**config.mk**
```make
export PLATFORM = sky130hd
export DESIGN_NAME = breath_pwm_multi
export DESIGN_NICKNAME = d
export VERILOG_FILES = /design/src/rtl/breath_pkg.sv /design/src/rtl/breath_lut.sv /design/src/rtl/breath_pwm_multi.sv
export SDC_FILE = /design/constraint.sdc
export NUM_CORES = 1
export LEC_CHECK = 0
export CORE_MARGIN = 1.5
export CORE_UTILIZATION = 45
export CTS_CLUSTER_DIAMETER = 30
export CTS_CLUSTER_SIZE = 14
export DETAILED_ROUTE_END_ITERATION = 12
export SLEW_MARGIN = 25
export SYNTH_ARGS = -nofsm -noshare
export SYNTH_HDL_FRONTEND = slang
export SYNTH_SLANG_ARGS = --single-unit
```
**constraint.sdc**
```tcl
create_clock -name sysclk -period 3.8 [get_ports sysclk]
set_input_delay 0.76 -clock sysclk [delete_from_list [all_inputs] [get_ports sysclk]]
set_output_delay 0.76 -clock sysclk [all_outputs]
set_load 0.005 [all_outputs]
```
**src/rtl/breath_pkg.sv**
```systemverilog
`default_nettype none
// ============================================================================
// breath_pkg : mode encodings and brightness-table geometry
// Rev 1.0
// ============================================================================
package breath_pkg;

   typedef enum logic [1:0] {
      MODE_OFF     = 2'b00,
      MODE_STEADY  = 2'b01,
      MODE_BREATHE = 2'b10,
      MODE_SINGLE  = 2'b11
   } mode_e;

   localparam int TABLE_DEPTH = 64;
   localparam int IDX_W       = 6;

endpackage
`default_nettype wire

```
**src/rtl/breath_lut.sv**
```systemverilog
`default_nettype none
// ============================================================================
// breath_lut : 64-entry sine-squared brightness table, 6-bit in, 6-bit out
// Rev 1.0
// ============================================================================
module breath_lut
   import breath_pkg::*;
(
   input  logic [IDX_W-1:0] i_idx,
   output logic [5:0]       o_val
);

   // Upper half mirrors the lower half: entry e equals entry 63-e.
   logic [4:0] w_addr;
   assign w_addr = i_idx[5] ? ~i_idx[4:0] : i_idx[4:0];

   always_comb begin
      o_val = 6'd0;
      case (w_addr)
         5'd0:  o_val = 6'd0;
         5'd1:  o_val = 6'd0;
         5'd2:  o_val = 6'd1;
         5'd3:  o_val = 6'd2;
         5'd4:  o_val = 6'd3;
         5'd5:  o_val = 6'd4;
         5'd6:  o_val = 6'd6;
         5'd7:  o_val = 6'd8;
         5'd8:  o_val = 6'd10;
         5'd9:  o_val = 6'd13;
         5'd10: o_val = 6'd15;
         5'd11: o_val = 6'd18;
         5'd12: o_val = 6'd21;
         5'd13: o_val = 6'd24;
         5'd14: o_val = 6'd27;
         5'd15: o_val = 6'd30;
         5'd16: o_val = 6'd33;
         5'd17: o_val = 6'd36;
         5'd18: o_val = 6'd39;
         5'd19: o_val = 6'd42;
         5'd20: o_val = 6'd45;
         5'd21: o_val = 6'd48;
         5'd22: o_val = 6'd50;
         5'd23: o_val = 6'd53;
         5'd24: o_val = 6'd55;
         5'd25: o_val = 6'd57;
         5'd26: o_val = 6'd59;
         5'd27: o_val = 6'd60;
         5'd28: o_val = 6'd61;
         5'd29: o_val = 6'd62;
         5'd30: o_val = 6'd63;
         5'd31: o_val = 6'd63;
         default: o_val = 6'd0;
      endcase
   end

endmodule
`default_nettype wire

```
**src/rtl/breath_pwm_multi.sv**
```systemverilog
`default_nettype none
// ============================================================================
// breath_pwm_multi : multi-channel breathing LED PWM with phase-offset channels
// Rev 1.0
// ============================================================================
module breath_pwm_multi
   import breath_pkg::*;
#(
   parameter int PWM_WIDTH  = 6,
   parameter int CHANNELS   = 3,
   parameter int PRESCALE_W = 8
) (
   input  logic                  sysclk,
   input  logic                  rst,
   input  logic                  enable,
   input  logic [1:0]            mode,
   input  logic [PRESCALE_W-1:0] step_div,
   input  logic [PWM_WIDTH-1:0]  level,
   output logic [CHANNELS-1:0]   pulse,
   output logic                  breath_done,
   output logic [IDX_W-1:0]      base_idx
);

   logic [PWM_WIDTH-1:0]  r_pwm_cnt;
   logic [PRESCALE_W-1:0] r_pre_cnt;
   logic [IDX_W-1:0]      r_base_idx;
   logic                  r_stopped;
   logic                  r_breath_done;
   logic [CHANNELS-1:0]   r_pulse;
   logic [CHANNELS-1:0]   w_pulse_next;

   logic w_period_end;
   logic w_step;
   logic w_running;
   logic w_advance;
   logic w_wrap;

   assign w_period_end = &r_pwm_cnt;
   assign w_step       = w_period_end && (r_pre_cnt == step_div);
   assign w_running    = (mode == MODE_BREATHE) || ((mode == MODE_SINGLE) && !r_stopped);
   assign w_advance    = w_step && w_running;
   assign w_wrap       = w_advance && (&r_base_idx);

   // Prescaler wraps naturally when step_div is lowered below the live count.
   always_ff @(posedge sysclk) begin
      if (rst) begin
         r_pwm_cnt     <= '0;
         r_pre_cnt     <= '0;
         r_base_idx    <= '0;
         r_stopped     <= 1'b0;
         r_breath_done <= 1'b0;
         r_pulse       <= '0;
      end else begin
         r_pwm_cnt     <= r_pwm_cnt + PWM_WIDTH'(1);
         r_breath_done <= w_wrap;
         r_pulse       <= w_pulse_next;
         if (w_period_end) begin
            if (r_pre_cnt == step_div) r_pre_cnt <= '0;
            else                       r_pre_cnt <= r_pre_cnt + PRESCALE_W'(1);
         end
         if (w_advance) r_base_idx <= r_base_idx + IDX_W'(1);
         if (mode != MODE_SINGLE) r_stopped <= 1'b0;
         else if (w_wrap)         r_stopped <= 1'b1;
      end
   end

   for (genvar k = 0; k < CHANNELS; k++) begin : g_ch
      localparam logic [IDX_W-1:0] c_offset = IDX_W'((k * TABLE_DEPTH) / CHANNELS);

      logic [IDX_W-1:0]     w_idx;
      logic [5:0]           w_tbl;
      logic [PWM_WIDTH-1:0] w_scaled;
      logic [PWM_WIDTH-1:0] w_duty_next;
      logic [PWM_WIDTH-1:0] r_duty;

      assign w_idx    = r_base_idx + c_offset;
      assign w_scaled = PWM_WIDTH'(w_tbl) << (PWM_WIDTH - 6);

      breath_lut u_lut (
         .i_idx (w_idx),
         .o_val (w_tbl)
      );

      always_comb begin
         w_duty_next = '0;
         case (mode)
            MODE_STEADY:  w_duty_next = level;
            MODE_BREATHE: w_duty_next = w_scaled;
            MODE_SINGLE:  w_duty_next = r_stopped ? '0 : w_scaled;
            default:      w_duty_next = '0;
         endcase
      end

      // Duty only changes as the counter wraps, so a period is never cut short.
      always_ff @(posedge sysclk) begin
         if (rst)               r_duty <= '0;
         else if (w_period_end) r_duty <= w_duty_next;
      end

      assign w_pulse_next[k] = enable && (r_pwm_cnt < r_duty);
   end

   assign pulse       = r_pulse;
   assign breath_done = r_breath_done;
   assign base_idx    = r_base_idx;

endmodule
`default_nettype wire

```
==> results.cfg, run 1 <==
[yosys]
postSynthAreaPerCell_um2 = 7.73
syn_inst = 560
synth.distinct_cells = 69
ys_seq_elements = 43
synthArstFlopShare = 0
synth_mux_area_frac = 0.0529
synth.yosys.seq_area_share = 0.199
yosys_warnings = 0
synth-adder-area-share = 0.122
synth_flop_cell = dfxtp_1
synth_xor_xnor_area_share = 0.117
synth_top_family_by_area = compound AO/OA/AOI/OAI gates
yosys.area_share.simple = 0.204
synth_edf_count = 0
synth_compound_area_frac = 0.241
synth_nets = 618
synth_area_um2 = 4330

[setup_path]
crit_end = g_ch[1].r_duty[0]$_SDFFE_PP0P_
critPathCaptureType = flip-flop
critical-path-max-stage-delay_ps = 520
r2r-end = g_ch[1].r_duty[0]$_SDFFE_PP0P_
worstSetupStartpointType = flip-flop
worst_r2r_startpoint = base_idx[1]$_SDFFE_PP0P_
critPathKind = flip-flop to flip-flop
r2r_cells = 11
cp.required_ps = 3990
critPathMostFrequentCell = ha_1
crit_arrival_ps = 3260
slowest_stage = dfxtp_1
cp_max_fo = 9
path_cells = ha_1 -> a21o_4 -> a21oi_4 -> xnor2_1 -> xor2_1 -> inv_1 -> ha_1 -> mux4_2 -> nor3b_2 -> a221oi_2 -> a211oi_1
rrSetupSlack_ps = 730
timing.critical_path.from = base_idx[1]$_SDFFE_PP0P_

[floorplan]
fp.dieH_um = 101
die_w_um = 101
core-area_um2 = 9280
ioPinCount = 29
initial_core_util = 0.466
dieArea_um2 = 10200
num_rows = 35

[sta]
finClkSkew_ps = 5.91
hold_viol_final = 0
post-route-min-period_ps = 3070
slew_viol_final = 0
post-route-period-util = 0.808
worst_pin_slew_ps = 778
finalSetupViolCount = 0
slew_headroom = 0.478
max_freq_mhz = 326
rsz0062_at_grt = false
fin_tns_setup_ps = 0

[layout]
fin_cells = 703
final_cell_area_um2 = 4820
n_antenna_cell = 0
fillerInstances = 926
nets = 631
final_layout_size_suffix_gt1_frac = 0.0784
syn_to_final_growth_pct = 11.5

[global_routing]
antenna_found_initial = 0
globalRouteTotalUtil = 0.226
grt_max_degree = 33
grt_pass1_vias = 3629
grt_pass1_wl_mm = 18.5
overflow = 0

[detailed_routing]
postRouteWirelength_mm = 11.2
first_iter_violations = 230
post_drt_wl_per_cell_um = 15.9
first_pass_iters = 5
top_layer = met4
ant_nets = 0
drt-met1-wl_mm = 5.54
vias = 3940
wl_met3_um = 340
vias_per_cell = 5.60
remaining_drc_errors = 0
wl_met2_mm = 5.10

[placement]
gp_congestion = 0.853
dp_cells = 695
postPlaceCellArea_um2 = 4720
dp.final_hpwl_mm = 8.48
port_buffers = 28

[clock_network]
hold_buffers = 0
cts_tree = yes
cts.sinks = 43
insertion_delay_ps = 310
post_cts_buffers = 0
ctsLongestPathBuffers = 2
cts_root_buffer = clkbuf_8
cts.clk_slew.worst_paths_ps = 90
htreeDepth = 2
cts-resized-gates = 0
cts_buffers = 5

[power]
vdd_drop_max_uv = 133
power.density_nw_per_um2 = 177
power_w = 0.000856
p_leak_nw = 1.74

[min_path]
hp-class = flip-flop to flip-flop

[outcome]
status = complete, no violations

[run]
cap_viol_max_count = 0
## per-layer routing
metal,track usage,up-vias
met3,0.0229,11
met5,0,-
met2,0.373,97
li1,-,2009
met4,0.0534,0
met1,0.316,1823
## where the power goes
part	internal (W)	switching, W	total [W]	leakage [nW]
combinational	0.0000439	0.0000394	0.0000833	1.35
sequential	0.000455	0.00000538	0.000460	0.347
clock	0.000132	0.000181	0.000312	0.0408
## placed cells by master (no fill, tap or decap), types with 11 or more instances in the layout
master / count
dfxtp_1: 43
nor3_1: 11
xnor2_1: 35
buf_4: 15
nand2_1: 51
inv_1: 28
nand2b_1: 15
clkdlybuf4s50_1: 28
ha_1: 39
xor2_1: 11
nor2_1: 56
mux2i_1: 15
a21oi_1: 39
a211oi_1: 13
o21ai_0: 26
## worst min-delay path by stage
stage	start	slack, ps	to	cells past startpoint
3_3_place_gp	g_ch[2].r_duty[5]$_SDFFE_PP0P_	440	g_ch[2].r_duty[5]$_SDFFE_PP0P_	2
3_5_place_dp	g_ch[0].r_duty[3]$_SDFFE_PP0P_	460	g_ch[0].r_duty[3]$_SDFFE_PP0P_	2
5_1_grt	g_ch[0].r_duty[3]$_SDFFE_PP0P_	480	g_ch[0].r_duty[3]$_SDFFE_PP0P_	2
4_1_cts	g_ch[0].r_duty[3]$_SDFFE_PP0P_	470	g_ch[0].r_duty[3]$_SDFFE_PP0P_	2
2_1_floorplan	g_ch[2].r_duty[5]$_SDFFE_PP0P_	430	g_ch[2].r_duty[5]$_SDFFE_PP0P_	2
6_report	g_ch[0].r_duty[3]$_SDFFE_PP0P_	470	g_ch[0].r_duty[3]$_SDFFE_PP0P_	2
## critical path: cells and delay by family, from the launching register on
kind / cells / cell delay, ps
buffers and inverters: 1 / 140
XOR/XNOR: 2 / 680
multiplexers: 1 / 450
AND/OR/NAND/NOR: 1 / 170
flip-flops: 1 / 520
adder cells (fa/ha/maj): 2 / 470
AO/OA/AOI/OAI: 4 / 520
## area by class of cell
cell class	count	area [µm²]	share of cell area
Multi-Input combinational cell	450	3200	0.664
Sequential cell	43	861	0.178
Timing Repair Buffer	43	393	0.0814
Tap cell	129	161	0.0335
Inverter	30	113	0.0233
Clock buffer	5	68.8	0.0143
Clock inverter	3	23.8	0.00493
## flip-flops by register name (all words and copies together) (netlist names)
register / count
base_idx: 6
breath_done: 1
g_ch.r_duty: 18
pulse: 3
r_pre_cnt: 8
r_pwm_cnt: 6
r_stopped: 1
## cells by family (layout without fill, tap and decap cells)
group / count (synthesis) / after routing
XOR/XNOR: 53 / 53
adder cells (fa/ha/maj): 43 / 43
flip-flops: 43 / 43
multiplexers: 20 / 20
buffers and inverters: 67 / 81
AO/OA/AOI/OAI: 151 / 151
AND/OR/NAND/NOR: 183 / 183
## Yosys cell counts, types with 4 or more instances
cell | n | area, µm²
a211oi_1 | 13 | 97.6
mux2i_1 | 15 | 150
nand3_1 | 7 | 35.0
a21oi_1 | 39 | 195
nor2_1 | 56 | 210
nand2_1 | 51 | 191
o221ai_1 | 5 | 43.8
buf_2 | 14 | 70.1
and2_1 | 6 | 37.5
nor2b_1 | 10 | 62.6
dfxtp_1 | 43 | 861
nor3b_1 | 4 | 30.0
clkbuf_1 | 18 | 67.6
a22oi_1 | 5 | 37.5
and3_1 | 5 | 31.3
a221oi_1 | 6 | 52.6
inv_1 | 28 | 105
o21ai_0 | 26 | 130
ha_1 | 39 | 488
a21o_1 | 6 | 45.0
maj3_1 | 4 | 40.0
nor3_1 | 11 | 55.1
o31ai_1 | 4 | 30.0
nand2b_1 | 15 | 93.8
xnor2_1 | 37 | 324
xor2_1 | 11 | 96.3
a31oi_1 | 7 | 43.8
## through the flow
step                hold WS [ps]  setup slack (ps)  utilization
finish                       469               730        0.520
global route                 482               520        0.520
CTS                          470               654        0.518
detailed placement           456               658        0.508
global placement             441               721        0.508
floorplan                    432               506            -
No activity file was read; power rests on OpenSTA's default activity.
==> run 2: changes to the inputs <==
- PLACE_DENSITY: unset -> 0.66
- clock period: 3.8 -> 2.5 ns (I/O delays scaled with it)
==> run 2 against run 1 <==
The run now ends with setup timing left. Setup slack lost 810 ps. Global-route usage increased by 1.1 points. Sequential power is 52% higher. Register-to-register slack worse by 810 ps. Clock skew increased by 7.3 ps. Cell count increased by 9.1%. Non-clock buffer count up 64. Combinational power rose by 58%. Largest cell class unchanged. Largest power group unchanged.
==> results.cfg, run 2 (synthesized netlist as in run 1, its figures left out) <==
[setup_path]
critical-path-top-delay-family = compound AO/OA/AOI/OAI gates
cp_max_fo = 3
critical-path-max-stage-delay_ps = 450
worstSetupStartpointType = flip-flop
critPathKind = flip-flop to flip-flop
path_cells = inv_6 -> ha_4 -> a21o_4 -> a21oi_4 -> xnor2_2 -> xor2_2 -> inv_1 -> ha_2 -> mux4_2 -> nor3b_2 -> a221oi_2 -> a211oi_1
critPathCaptureType = flip-flop
worst_r2r_startpoint = base_idx[2]$_SDFFE_PP0P_
rrSetupSlack_ps = -80
cp.required_ps = 2700
r2r_cells = 12
worst-path-buf-inv = 2
crit_arrival_ps = 2780
slowest_stage = mux4_2
r2r-end = g_ch[1].r_duty[0]$_SDFFE_PP0P_

[layout]
final_layout_size_suffix_gt1_frac = 0.224
syn_to_final_growth_pct = 28.1
final_cell_area_um2 = 5540
seq_area_um2 = 873
multiInputGateArea_um2 = 3410
fillerInstances = 847
top_register = g_ch.r_duty
nets = 695
reg_top3 = g_ch.r_duty x18, r_pre_cnt x8
final_common_cell = buf_4
final_cell_mix = buf_4, nor2_1, nand2_1, a21oi_1, dfxtp_1
n_antenna_cell = 0
largest_reg_flops = 18
fin_cells = 767

[global_routing]
grt.busiest_layer = met2
grtUsageMet3 = 0.0354
grt_pass1_wl_mm = 19.4
grt_util_met2 = 0.406
use_met1 = 0.307
antenna_found_initial = 0
overflow = 0
grt_max_degree = 26
grt_pass1_vias = 4058
globalRouteTotalUtil = 0.237

[detailed_routing]
vias_per_cell = 5.59
postRouteWirelength_mm = 12.1
first_pass_iters = 5
remaining_drc_errors = 0
post_drt_wl_per_cell_um = 15.8
ant_nets = 0
first_iter_violations = 214
vias = 4287

[clock_network]
cts_buffers = 5
cts_tree = yes
cts_root_buffer = clkbuf_8
insertion_delay_ps = 320
hold_buffers = 0
htreeDepth = 2
ctsLongestPathBuffers = 2
cts.clk_slew.worst_paths_ps = 100
cts.sinks = 43

[placement]
gp_congestion = 0.870
postPlaceCellArea_um2 = 5210
dp.final_hpwl_mm = 9.11
port_buffers = 28
preCtsSetupSlack_ps = -166
dp_cells = 748

[run]
cap_viol_max_count = 0

[min_path]
hp-start = g_ch[2].r_duty[5]$_SDFFE_PP0P_
hp-class = flip-flop to flip-flop
holdPathStages = 2
holdPathEnd = g_ch[2].r_duty[5]$_SDFFE_PP0P_

[sta]
post-route-min-period_ps = 2580
hold_ws_ps = 459
slew_headroom = 0.701
hold_viol_final = 0
max_freq_mhz = 387
layout_setup_ws_ps = -83.4
finClkSkew_ps = 13.2
worst_pin_slew_ps = 446
slew_viol_final = 0
rsz0062_at_grt = true
finalSetupViolCount = 1
post-route-period-util = 1.03

[power]
power_w = 0.00133
p_leak_nw = 2.12
vdd_drop_max_uv = 280
power.density_nw_per_um2 = 239

[floorplan]
initial_core_util = 0.466
num_rows = 35
ioPinCount = 29
fp.dieH_um = 101
dieArea_um2 = 10200
core-area_um2 = 9280
die_w_um = 101

[outcome]
violations = setup timing
status = finished with violations
run 2: changes by cell type in the layout (fill, tap and decap cells not counted), moves of 3 or more:
| cell | previous run | this run |
|---|---|---|
| ha_1 | 39 | 32 |
| xnor2_2 | 4 | 9 |
| ha_4 | 0 | 4 |
| dfxtp_2 | 0 | 4 |
| buf_4 | 15 | 76 |
| xnor2_1 | 35 | 29 |
| ha_2 | 0 | 3 |
| dfxtp_1 | 43 | 37 |
run 2: worst register-to-register path, stage by stage, from the launching register on:
cell,delay [ps]
dfxtp_4,390
inv_6,40
ha_4,150
a21o_4,210
a21oi_4,160
xnor2_2,160
xor2_2,200
inv_1,90
ha_2,180
mux4_2,450
nor3b_2,170
a221oi_2,180
a211oi_1,100
run 2: cell type report:
type | instances | share of cell area
Clock buffer | 5 | 0.0124
Sequential cell | 43 | 0.158
Inverter | 30 | 0.0212
Clock inverter | 3 | 0.00429
Tap cell | 129 | 0.0291
Multi-Input combinational cell | 450 | 0.615
Timing Repair Buffer | 107 | 0.160
run 2: per-layer routing:
metal / share of wire / vias to the layer above
met5: 0 / -
met1: 0.44 / 2002
met2: 0.49 / 117
li1: - / 2147
met3: 0.044 / 21
met4: 0.025 / 0
run 2: how the worst max path moves through the flow:
stage                                        start                        endpoint  slack [ps]  depth (start not counted)
final                     base_idx[2]$_SDFFE_PP0P_  g_ch[1].r_duty[0]$_SDFFE_PP0P_         -80                         12
after global routing      base_idx[2]$_SDFFE_PP0P_  g_ch[2].r_duty[0]$_SDFFE_PP0P_        -170                         10
after CTS                 base_idx[2]$_SDFFE_PP0P_  g_ch[1].r_duty[0]$_SDFFE_PP0P_        -140                         12
after detailed placement  base_idx[1]$_SDFFE_PP0P_  g_ch[0].r_duty[0]$_SDFFE_PP0P_        -170                         11
after global placement    base_idx[1]$_SDFFE_PP0P_  g_ch[0].r_duty[0]$_SDFFE_PP0P_         -40                         10
after floorplan           base_idx[2]$_SDFFE_PP0P_  g_ch[1].r_duty[0]$_SDFFE_PP0P_        -450                         13
run 2: through the flow:
step	TNS, ps	util
after floorplan	-815	-
after global placement	-127	0.561
after detailed placement	-759	0.561
after CTS	-395	0.577
after global routing	-520	0.597
final	-83.4	0.597
run 2: power by group:
part | switching, W | total (W) | internal (W) | leakage (nW)
clock network | 0.000296 | 0.000497 | 0.000201 | 0.0408
registers | 0.00000792 | 0.000697 | 0.000689 | 0.351
logic | 0.0000610 | 0.000132 | 0.0000709 | 1.72
run 2: what timing repair did:
action | in CTS | in global routing
gates cloned | 0 | 0
resized for setup | 8 | 24
endpoints found under the setup margin | 9 | 19
pin swaps | 4 | 7
buffers inserted | 3 | 9
